File: src/rtl/mem_copy_pkg.sv
// Shared types and constants for the memory copy/fill engine.
package mem_copy_pkg;

  localparam int unsigned ADDR_WIDTH = 8;
  localparam int unsigned DATA_WIDTH = 8;
  localparam int unsigned LEN_WIDTH  = ADDR_WIDTH + 1;

  typedef enum logic [1:0] {
    ST_IDLE  = 2'd0,
    ST_READ  = 2'd1,
    ST_WRITE = 2'd2,
    ST_DONE  = 2'd3
  } state_e;

  localparam logic MODE_COPY = 1'b0;
  localparam logic MODE_FILL = 1'b1;

endpackage

File: src/rtl/mem_copy_engine_if.sv
// Single-port data memory bus between the engine (master) and the memory (slave).
interface mem_copy_engine_if
  import mem_copy_pkg::*;
();

  logic                  mem_enable_write;
  logic                  mem_enable_read;
  logic [ADDR_WIDTH-1:0] mem_addr;
  logic [DATA_WIDTH-1:0] mem_write_data;
  logic [DATA_WIDTH-1:0] mem_read_data;

  modport master (
    output mem_enable_write,
    output mem_enable_read,
    output mem_addr,
    output mem_write_data,
    input  mem_read_data
  );

  modport slave (
    input  mem_enable_write,
    input  mem_enable_read,
    input  mem_addr,
    input  mem_write_data,
    output mem_read_data
  );

endinterface

File: src/rtl/mem_copy_engine.sv
// Copy or fill engine: one memory access per cycle, read and write never together.
module mem_copy_engine
  import mem_copy_pkg::*;
(
  input  logic                  clk_i,
  input  logic                  rst_i,
  input  logic                  start_i,
  input  logic                  mode_i,
  input  logic [ADDR_WIDTH-1:0] src_addr_i,
  input  logic [ADDR_WIDTH-1:0] dst_addr_i,
  input  logic [LEN_WIDTH-1:0]  length_i,
  input  logic [DATA_WIDTH-1:0] fill_value_i,
  output logic                  busy_o,
  output logic                  done_o,
  mem_copy_engine_if.master     mem_if
);

  state_e                state_q, state_d;
  logic [ADDR_WIDTH-1:0] src_q, src_d;
  logic [ADDR_WIDTH-1:0] dst_q, dst_d;
  logic [LEN_WIDTH-1:0]  rem_q, rem_d;
  logic                  mode_q, mode_d;
  logic [DATA_WIDTH-1:0] fill_q, fill_d;

  logic                  we_c;
  logic                  re_c;
  logic [ADDR_WIDTH-1:0] addr_c;
  logic [DATA_WIDTH-1:0] wdata_c;

  // State, pointers and latched transfer parameters.
  always_ff @(posedge clk_i or posedge rst_i) begin
    if (rst_i) begin
      state_q <= ST_IDLE;
      src_q   <= '0;
      dst_q   <= '0;
      rem_q   <= '0;
      mode_q  <= MODE_COPY;
      fill_q  <= '0;
    end else begin
      state_q <= state_d;
      src_q   <= src_d;
      dst_q   <= dst_d;
      rem_q   <= rem_d;
      mode_q  <= mode_d;
      fill_q  <= fill_d;
    end
  end

  // Next-state and memory bus decode; the bus is idle (all zero) in IDLE and DONE.
  always_comb begin
    state_d = state_q;
    src_d   = src_q;
    dst_d   = dst_q;
    rem_d   = rem_q;
    mode_d  = mode_q;
    fill_d  = fill_q;
    we_c    = 1'b0;
    re_c    = 1'b0;
    addr_c  = '0;
    wdata_c = '0;

    case (state_q)
      ST_IDLE: begin
        if (start_i) begin
          src_d  = src_addr_i;
          dst_d  = dst_addr_i;
          rem_d  = length_i;
          mode_d = mode_i;
          fill_d = fill_value_i;
          if (length_i == '0) begin
            state_d = ST_DONE;
          end else if (mode_i == MODE_FILL) begin
            state_d = ST_WRITE;
          end else begin
            state_d = ST_READ;
          end
        end
      end

      ST_READ: begin
        re_c    = 1'b1;
        addr_c  = src_q;
        src_d   = src_q + ADDR_WIDTH'(1);
        state_d = ST_WRITE;
      end

      ST_WRITE: begin
        we_c    = 1'b1;
        addr_c  = dst_q;
        // The memory registers read data on the READ edge, so it is forwarded here directly.
        wdata_c = (mode_q == MODE_FILL) ? fill_q : mem_if.mem_read_data;
        dst_d   = dst_q + ADDR_WIDTH'(1);
        rem_d   = rem_q - LEN_WIDTH'(1);
        if (rem_q == LEN_WIDTH'(1)) begin
          state_d = ST_DONE;
        end else if (mode_q == MODE_FILL) begin
          state_d = ST_WRITE;
        end else begin
          state_d = ST_READ;
        end
      end

      ST_DONE: begin
        state_d = ST_IDLE;
      end
    endcase
  end

  assign mem_if.mem_enable_write = we_c;
  assign mem_if.mem_enable_read  = re_c;
  assign mem_if.mem_addr         = addr_c;
  assign mem_if.mem_write_data   = wdata_c;

  assign busy_o = (state_q != ST_IDLE);
  assign done_o = (state_q == ST_DONE);

endmodule

File: src/flat_wrapper.sv
// flat-port wrapper written by rule: the top's interface ports become plain ports
module mem_copy_engine_flat import mem_copy_pkg::*;
  (clk_i, rst_i, start_i, mode_i, src_addr_i, dst_addr_i, length_i, fill_value_i, busy_o, done_o, mem_if_mem_enable_write, mem_if_mem_enable_read, mem_if_mem_addr, mem_if_mem_write_data, mem_if_mem_read_data);
  mem_copy_engine_if mem_if_i ();
  input  logic clk_i;
  input  logic rst_i;
  input  logic start_i;
  input  logic mode_i;
  input  logic [ADDR_WIDTH-1:0] src_addr_i;
  input  logic [ADDR_WIDTH-1:0] dst_addr_i;
  input  logic [LEN_WIDTH-1:0] length_i;
  input  logic [DATA_WIDTH-1:0] fill_value_i;
  output logic busy_o;
  output logic done_o;
  output wire logic [$bits(mem_if_i.mem_enable_write)-1:0] mem_if_mem_enable_write;
  output wire logic [$bits(mem_if_i.mem_enable_read)-1:0] mem_if_mem_enable_read;
  output wire logic [$bits(mem_if_i.mem_addr)-1:0] mem_if_mem_addr;
  output wire logic [$bits(mem_if_i.mem_write_data)-1:0] mem_if_mem_write_data;
  input wire logic [$bits(mem_if_i.mem_read_data)-1:0] mem_if_mem_read_data;
  assign mem_if_mem_enable_write = mem_if_i.mem_enable_write;
  assign mem_if_mem_enable_read = mem_if_i.mem_enable_read;
  assign mem_if_mem_addr = mem_if_i.mem_addr;
  assign mem_if_mem_write_data = mem_if_i.mem_write_data;
  assign mem_if_i.mem_read_data = mem_if_mem_read_data;
  mem_copy_engine u_core (.clk_i(clk_i), .rst_i(rst_i), .start_i(start_i), .mode_i(mode_i), .src_addr_i(src_addr_i), .dst_addr_i(dst_addr_i), .length_i(length_i), .fill_value_i(fill_value_i), .busy_o(busy_o), .done_o(done_o), .mem_if(mem_if_i));
endmodule
File: config.mk
export PLATFORM = sky130hd
export DESIGN_NAME = mem_copy_engine_flat
export DESIGN_NICKNAME = d
export VERILOG_FILES = /design/src/rtl/mem_copy_pkg.sv /design/src/rtl/mem_copy_engine_if.sv /design/src/rtl/mem_copy_engine.sv /design/src/flat_wrapper.sv
export SDC_FILE = /design/constraint.sdc
export NUM_CORES = 1
export LEC_CHECK = 0
export CAP_MARGIN = 20
export CORE_MARGIN = 2
export CORE_UTILIZATION = 36
export DETAILED_ROUTE_END_ITERATION = 8
export PLACE_DENSITY = 0.73
export SLEW_MARGIN = 40
export SYNTH_ARGS = -nofsm -noshare
export SYNTH_HDL_FRONTEND = slang
export SYNTH_SLANG_ARGS = --single-unit
File: constraint.sdc
create_clock -name clk_i -period 3.25 [get_ports clk_i]
set_input_delay 0.65 -clock clk_i [delete_from_list [all_inputs] [get_ports clk_i]]
set_output_delay 0.65 -clock clk_i [all_outputs]
set_load 0.1 [all_outputs]
# Yosys cells after proc, flatten, opt, wreduce, memory -nomap -nowiden

Cells that the tools add are included.

Equality and inequality tests: 5
Reductions and logical operators: 8
Add/subtract/negate cells: 3
Muxes and demuxes: 17

Operators by type and width:

| kind                | number |
|---|---|
| $pmux 8 s2          | 3 |
| $mux 8              | 4 |
| $pmux 9 s2          | 1 |
| $add 8x1->8 const B | 2 |
| $mux 2              | 5 |
| $eq 9x1->1 const B  | 1 |
| $logic_not 9->1     | 1 |
| $mux 9              | 1 |
| $sub 9x1->9 const B | 1 |
| $pmux 2 s4          | 1 |
| $reduce_and 2->1    | 3 |
| $reduce_bool 2->1   | 3 |
| $eq 2x2->1 const B  | 2 |
| $eq 2x1->1 const B  | 1 |
| $logic_not 2->1     | 1 |
| $mux 1              | 2 |
| $ne 2x2->1 const B  | 1 |

Input port bits: 45
Output and inout bits: 20
Bits in registers: 36

# Longest topological paths before layout

Gate-level depths: netlist of the first run.

Word-level depth: 4
Depth in mapped cells: 8
Depth with buffers taken out: 6

# Worst setup path after synthesis of the first run

No wires, ideal clock.

Kind: register to output
Start point: register u_core.state_q[0]
End point: output port mem_if_mem_addr[0]
Stages on the path, launching flop included: 7
Arrival: 4.179 ns
Data required time: 2.600 ns
Setup slack: -1.579 ns
Path buffers: 2
Path through: dfrtp_1 -> inv_1 -> ha_1 -> clkbuf_8 -> clkbuf_1 -> nand2_1 -> a21boi_0

Word-level cells in the longest chain between the ends: 2

RTL lines:

| what                                            | line                  | RTL |
|---|---|---|
| start: declaration                              | mem_copy_engine.sv:18 | `state_e state_q, state_d;` |
| start signal: assignment                        | mem_copy_engine.sv:40 | `state_q <= state_d;` |
| $eq 2x2->1 / $eq 2x1->1 (equally long branches) | mem_copy_engine.sv:62 | `case (state_q)` |
| $pmux 8 s2 *                                    | mem_copy_engine.sv:62 |  |
| end: declaration                                | flat_wrapper.sv:17    | `output wire logic [$bits(mem_if_i.mem_addr)-1:0] mem_if_mem_addr;` |

Every way passes the cells marked *; elsewhere a longest branch is shown, timed or not.

# Worst setup path after layout of the first run

Start point: register u_core.state_q[1]
End point: output port mem_if_mem_addr[6]

The elaborated chain is that of the path after synthesis.

==> results of run 1 <==
==> metal layers <==
layer | track usage | wire length [µm] | vias to the layer above
met3 | 0.0629 | 474 | 7
met2 | 0.302 | 3010 | 69
met4 | 0.0390 | 51 | 0
li1 | - | - | 1055
met1 | 0.222 | 2690 | 1035
met5 | 0 | 0 | -
==> through the flow <==
step           TNS, ns  std cells  hold WS, ns  setup slack, ns   util
2_1_floorplan   -0.353        255        0.479           -0.270      -
6_report             0        392        0.507            0.508  0.531
4_1_cts              0        392        0.511            0.511  0.531
3_3_place_gp         0        385        0.488            0.853  0.519
3_5_place_dp         0        385        0.495            0.753  0.519
5_1_grt              0        392        0.532            0.380  0.531
==> cell families after synthesis <==
group | Yosys count
AOI/OAI and AO/OA | 80
adders and majority gates | 8
buffers and inverters | 23
DFF | 36
muxes | 23
and+or+nand+nor | 85
==> state kept, by name, summed over array words and instances (netlist names) <==
| name | count |
|---|---|
| u_core.src_q | 8 |
| u_core.dst_q | 8 |
| u_core.state_q | 2 |
| u_core.mode_q | 1 |
| u_core.rem_q | 9 |
| u_core.fill_q | 8 |
==> worst reg2reg max path: stages (launching register included) <==
cell      delay [ns]
dfrtp_1         0.42
inv_1           0.10
ha_2            0.62
mux2_2          0.54
nand2b_1        0.19
o22ai_1         0.17
a21oi_1         0.06
==> area by class of cell <==
cell class,count,share of cell area
Timing Repair Buffer,69,0.247
Sequential cell,36,0.269
Clock buffer,6,0.0216
Clock inverter,1,0.00149
Multi-Input combinational cell,196,0.425
Tap cell,77,0.0287
Inverter,7,0.00784
==> worst max-delay path by stage <==
stage / from / to / slack [ns] / depth (start not counted)
3_3_place_gp: start_i / u_core.src_q[6] / 0.85 / 4
3_5_place_dp: start_i / u_core.src_q[6] / 0.75 / 4
4_1_cts: u_core.state_q[1] / mem_if_mem_addr[6] / 0.51 / 5
5_1_grt: u_core.state_q[0] / mem_if_mem_addr[7] / 0.38 / 5
6_report: u_core.state_q[1] / mem_if_mem_addr[6] / 0.51 / 5
2_1_floorplan: u_core.state_q[1] / mem_if_mem_addr[0] / -0.27 / 6
==> cells in the final DEF (no fill, tap or decap), types with 5 or more instances in the layout <==
cell type,synthesis,final
nand3_1,14,14
nor2_1,17,17
ha_1,8,7
inv_1,7,7
mux2_2,10,10
nand2_1,21,21
a21oi_1,22,22
o22a_1,6,6
nor2b_4,0,11
mux2i_1,12,12
dfrtp_1,36,36
o22ai_1,10,10
o21ai_0,18,18
clkdlybuf4s50_1,0,44
buf_4,0,9
clkbuf_8,3,5
buf_12,0,16
==> run summary, run 1 <==
Worst Path Required - 2.60 ns
GRT Util Overall - 0.179
Count leader, synth - dfrtp_1
CTS Hold Bufs - 0
DR vias - 2166
Gate count after technology mapping - 255
Routed Antenna Nets - 0
Cts repair resizes - 0
XOR/XNOR Fraction of Synth Area - 0
Mapped cell area - 0.00233 mm²
Top-area cell type share of the netlist area - 0.387
Share of layout cells above drive strength 1 - 0.200
Post-synthesis compound-gate area fraction - 0.219
Max Cap Violations - 0
Net count, final - 368
Placer Congestion - 0.835
Largest family of logic cells by synthesized area - compound AO/OA/AOI/OAI gates
Die Height - 84.4 µm
CP bufs+invs - 2
Synth Flop Type - dfrtp_1
Hold Path Class - flip-flop to flip-flop
Row count - 29
Hold Crit Start - u_core.fill_q[6]
Clock Tree Buf Depth - 2
Syn Nets - 308
Clock transition at path regs - 0.07 ns
Starting Density - 0.368
FMAX - 365 MHz
Largest net degree at the start of global routing - 37
Core area - 0.00631 mm²
Worst setup SP type - flip-flop
Simple-gate area share of the yosys netlist - 0.182
Outcome - finished clean
Worst Path Arrival - 2.09 ns
Most area-consuming cells after synthesis - dfrtp_1, mux2i_1, mux2_2
CTS tree - yes
DPL Wire Length - 4620 µm
Worst r2r dst - u_core.dst_q[2]
Hold Path Sink - u_core.fill_q[6]
CTS root buf - clkbuf_8
Worst slew margin - 0.514
Seq/Total Area, Yosys - 0.387
RSZ-0062 raised after global routing - false
CP max FO - 21
Finished Cell Area - 0.00335 mm²
Synth cell types - 40
Reg2reg path depth - 6
Worst setup EP type - output port
FF+latch area - 901 µm²
Fin crit period - 2.74 ns
Yosys warns - 0
Post-synthesis mux area share - 0.110
CP peak stage delay - 0.63 ns
Final Max Slew Viols - 0
Post-CTS setup repair buffer count - 0
Vias per inst - 5.53
Multi-input logic area - 0.00142 mm²
Reg2Reg Setup Slack - 1.00 ns
Clk sinks - 36
Die Area - 0.00712 mm²
Number of H-tree levels - 2
CTS buffer count - 5
GR Overflow Total - 0
DRC violations left - 0
CP max stage cell - ha_1
WL/cell - 15.9 µm
Asr flop ratio synth - 1.00
FILL cells - 563
Initial antenna violation count - 0
Crit Path Class - flip-flop to output port
WHS Path Cells - 1
Drt total wl - 6220 µm
Synth Area in Adders - 0.0430
Flops & latches, synth - 36
Ports - 65
ANT cells - 0
Period utilization - 0.844
Leading cell types by count after synthesis - dfrtp_1, a21oi_1, nand2_1, o21ai_0, nor2_1
Skew-Pair Late Insertion Delay - 0.30 ns
Worst-margin pin slew - 0.729 ns
Cell family with most CP delay - adder cells
Crit path cell chain - inv_1, ha_1, nand2_1, a21boi_4, buf_12
Syn_area_per_cell - 9.12 µm²
Clock Skew - 0.00776 ns
Die Wd - 84.4 µm
DR pass1 iterations - 4
R2r startpoint - u_core.state_q[0]
Port Buffers - 64
Fin. Hold Viols - 0
Area post-placement - 0.00328 mm²
Yosys top cell by area - dfrtp_1
First-pass GRT wire length - 10300 µm
Post-synth EDFFs - 0
Iter 0 DRT Violations - 174
Post-synthesis to final-layout area growth - 44.2%
Setup violations, final - 0
Number of global-route vias before repair - 2194
Power of run 1 is left out: the tool's default activity adds up to more than one toggle a clock period on the data nets, which glitch-free logic cannot reach.
==> inputs of run 2 (changes only) <==
==> constraint.sdc (replaced) <==
create_clock -name clk_i -period 2.8 [get_ports clk_i]
set_input_delay 0.56 -clock clk_i [delete_from_list [all_inputs] [get_ports clk_i]]
set_output_delay 0.56 -clock clk_i [all_outputs]
set_load 0.1 [all_outputs]
==> run summary, run 2 (synthesis gave the netlist of run 1 again) <==
Worst setup SP type - flip-flop (unchanged)
Worst slew margin - 0.597 (was 0.514)
Port Buffers - 64 (unchanged)
Multi-input logic area - 0.00145 mm² (was 0.00142 mm²)
Grt met2 use - 0.283 (was 0.302)
Hold Path Class - flip-flop to flip-flop (unchanged)
Clk sinks - 36 (unchanged)
WHS - 0.509 ns (was 0.507 ns)
Die Height - 84.4 µm (unchanged)
GR Overflow Total - 0 (unchanged)
Largest net degree at the start of global routing - 58 (was 37)
Die Area - 0.00712 mm² (unchanged)
GR Util met3 - 0.0482 (was 0.0629)
Skew-Pair Late Insertion Delay - 0.30 ns (about the same)
CTS root buf - clkbuf_8 (unchanged)
Placed cells - 383 (was 385)
Post-CTS setup repair buffer count - 0 (unchanged)
Most common cell after layout, fill and taps aside - clkdlybuf4s50_1 (unchanged)
CTS buffer count - 5 (unchanged)
Final Max Slew Viols - 0 (unchanged)
Pre-CTS setup slack - 0.491 ns (was 0.753 ns)
Final cell count without fillers - 390 (was 392)
Placer Congestion - 0.848 (was 0.835)
Outcome - finished clean (unchanged)
Worst Path Arrival - 2.06 ns (was 2.09 ns)
Setup violations, final - 0 (unchanged)
FILL cells - 552 (was 563)
DPL Wire Length - 4470 µm (was 4620 µm)
Clock Tree Buf Depth - 2 (unchanged)
Met1 global-route usage - 0.235 (was 0.222)
Max Cap Violations - 0 (unchanged)
DRC violations left - 0 (unchanged)
Worst setup EP type - output port (unchanged)
Number of H-tree levels - 2 (unchanged)
CTS tree - yes (unchanged)
Setup TNS Final - 0 ns (unchanged)
Period utilization - 0.936
GRT Util Overall - 0.177 (was 0.179)
Fin crit period - 2.62 ns
Drt total wl - 6130 µm (was 6220 µm)
Worst Path Required - 2.24 ns (was 2.60 ns)
FMAX - 382 MHz
ANT cells - 0 (unchanged)
Fin. Hold Viols - 0 (unchanged)
Largest Register - u_core.rem_q (unchanged)
Vias per inst - 5.66 (was 5.53)
DR pass1 iterations - 4 (unchanged)
CTS Hold Bufs - 0 (unchanged)
Cts repair resizes - 0 (unchanged)
Clock Skew - 0.00779 ns (was 0.00776 ns)
Share of layout cells above drive strength 1 - 0.198 (was 0.200)
Row count - 29 (unchanged)
Crit Path Class - flip-flop to output port (unchanged)
Max reg flops - 9 (unchanged)
Setup ws final - 0.179 ns (was 0.508 ns)
CP peak stage delay - 0.55 ns (was 0.63 ns)
RSZ-0062 raised after global routing - false (unchanged)
Clock transition at path regs - 0.07 ns (about the same)
CP bufs+invs - 2 (unchanged)
Die Wd - 84.4 µm (unchanged)
Routed Antenna Nets - 0 (unchanged)
DR vias - 2206 (was 2166)
CP max stage cell - ha_4 (was ha_1)
Cell family with most CP delay - adder cells (unchanged)
Post-synthesis to final-layout area growth - 45.9% (was 44.2%)
Grt peak-use layer - met2 (unchanged)
Worst-margin pin slew - 0.598 ns (was 0.729 ns)
FF+latch area - 901 µm² (unchanged)
First-pass GRT wire length - 10100 µm (was 10300 µm)
Net count, final - 366 (was 368)
Most frequent cells in the layout - clkdlybuf4s50_1, dfrtp_1, a21oi_1, nand2_1 (was clkdlybuf4s50_1, dfrtp_1, a21oi_1, nand2_1, o21ai_0)
Ports - 65 (unchanged)
Iter 0 DRT Violations - 197 (was 174)
Initial antenna violation count - 0 (unchanged)
Starting Density - 0.368 (unchanged)
Core area - 0.00631 mm² (unchanged)
WL/cell - 15.7 µm (was 15.9 µm)
Crit path cell chain - inv_1, ha_4, nand2_1, a21boi_4, buf_12 (was inv_1, ha_1, nand2_1, a21boi_4, buf_12)
CP max FO - 57 (was 21)
Number of global-route vias before repair - 2040 (was 2194)
## run 2: cell type report
type | count | area share
Sequential cell | 36 | 0.265
Clock buffer | 6 | 0.0214
Timing Repair Buffer | 67 | 0.247
Multi-Input combinational cell | 196 | 0.428
Clock inverter | 1 | 0.00147
Tap cell | 77 | 0.0284
Inverter | 7 | 0.00774
## run 2: path summary, 6_finish.rpt
path,start,end,slack (ns),cells past startpoint
worst max register to register,u_core.state_q[0],u_core.rem_q[8],0.58,6
worst max-delay path,u_core.state_q[0],mem_if_mem_addr[3],0.18,5
min in group asynchronous,rst_i,u_core.dst_q[7],0.67,3
worst min register to register,u_core.fill_q[5],u_core.fill_q[5],0.51,1
max in group asynchronous,rst_i,u_core.src_q[2],1.79,3
worst min-delay path,u_core.fill_q[5],u_core.fill_q[5],0.51,1
## run 2: per-layer routing
layer / vias to the layer above / share of wire / wire length, µm
met2: 94 / 0.47 / 2900
met5: - / 0 / 0
met1: 1050 / 0.43 / 2660
li1: 1054 / - / -
met3: 8 / 0.079 / 485
met4: 0 / 0.014 / 87
## run 2: metrics by stage
step / util / area [µm²]
floorplan: - / 2490
global placement: 0.525 / 3320
detailed placement: 0.525 / 3320
CTS: 0.537 / 3390
global route: 0.537 / 3390
finish: 0.537 / 3390
Power of run 2 is left out for the same reason.
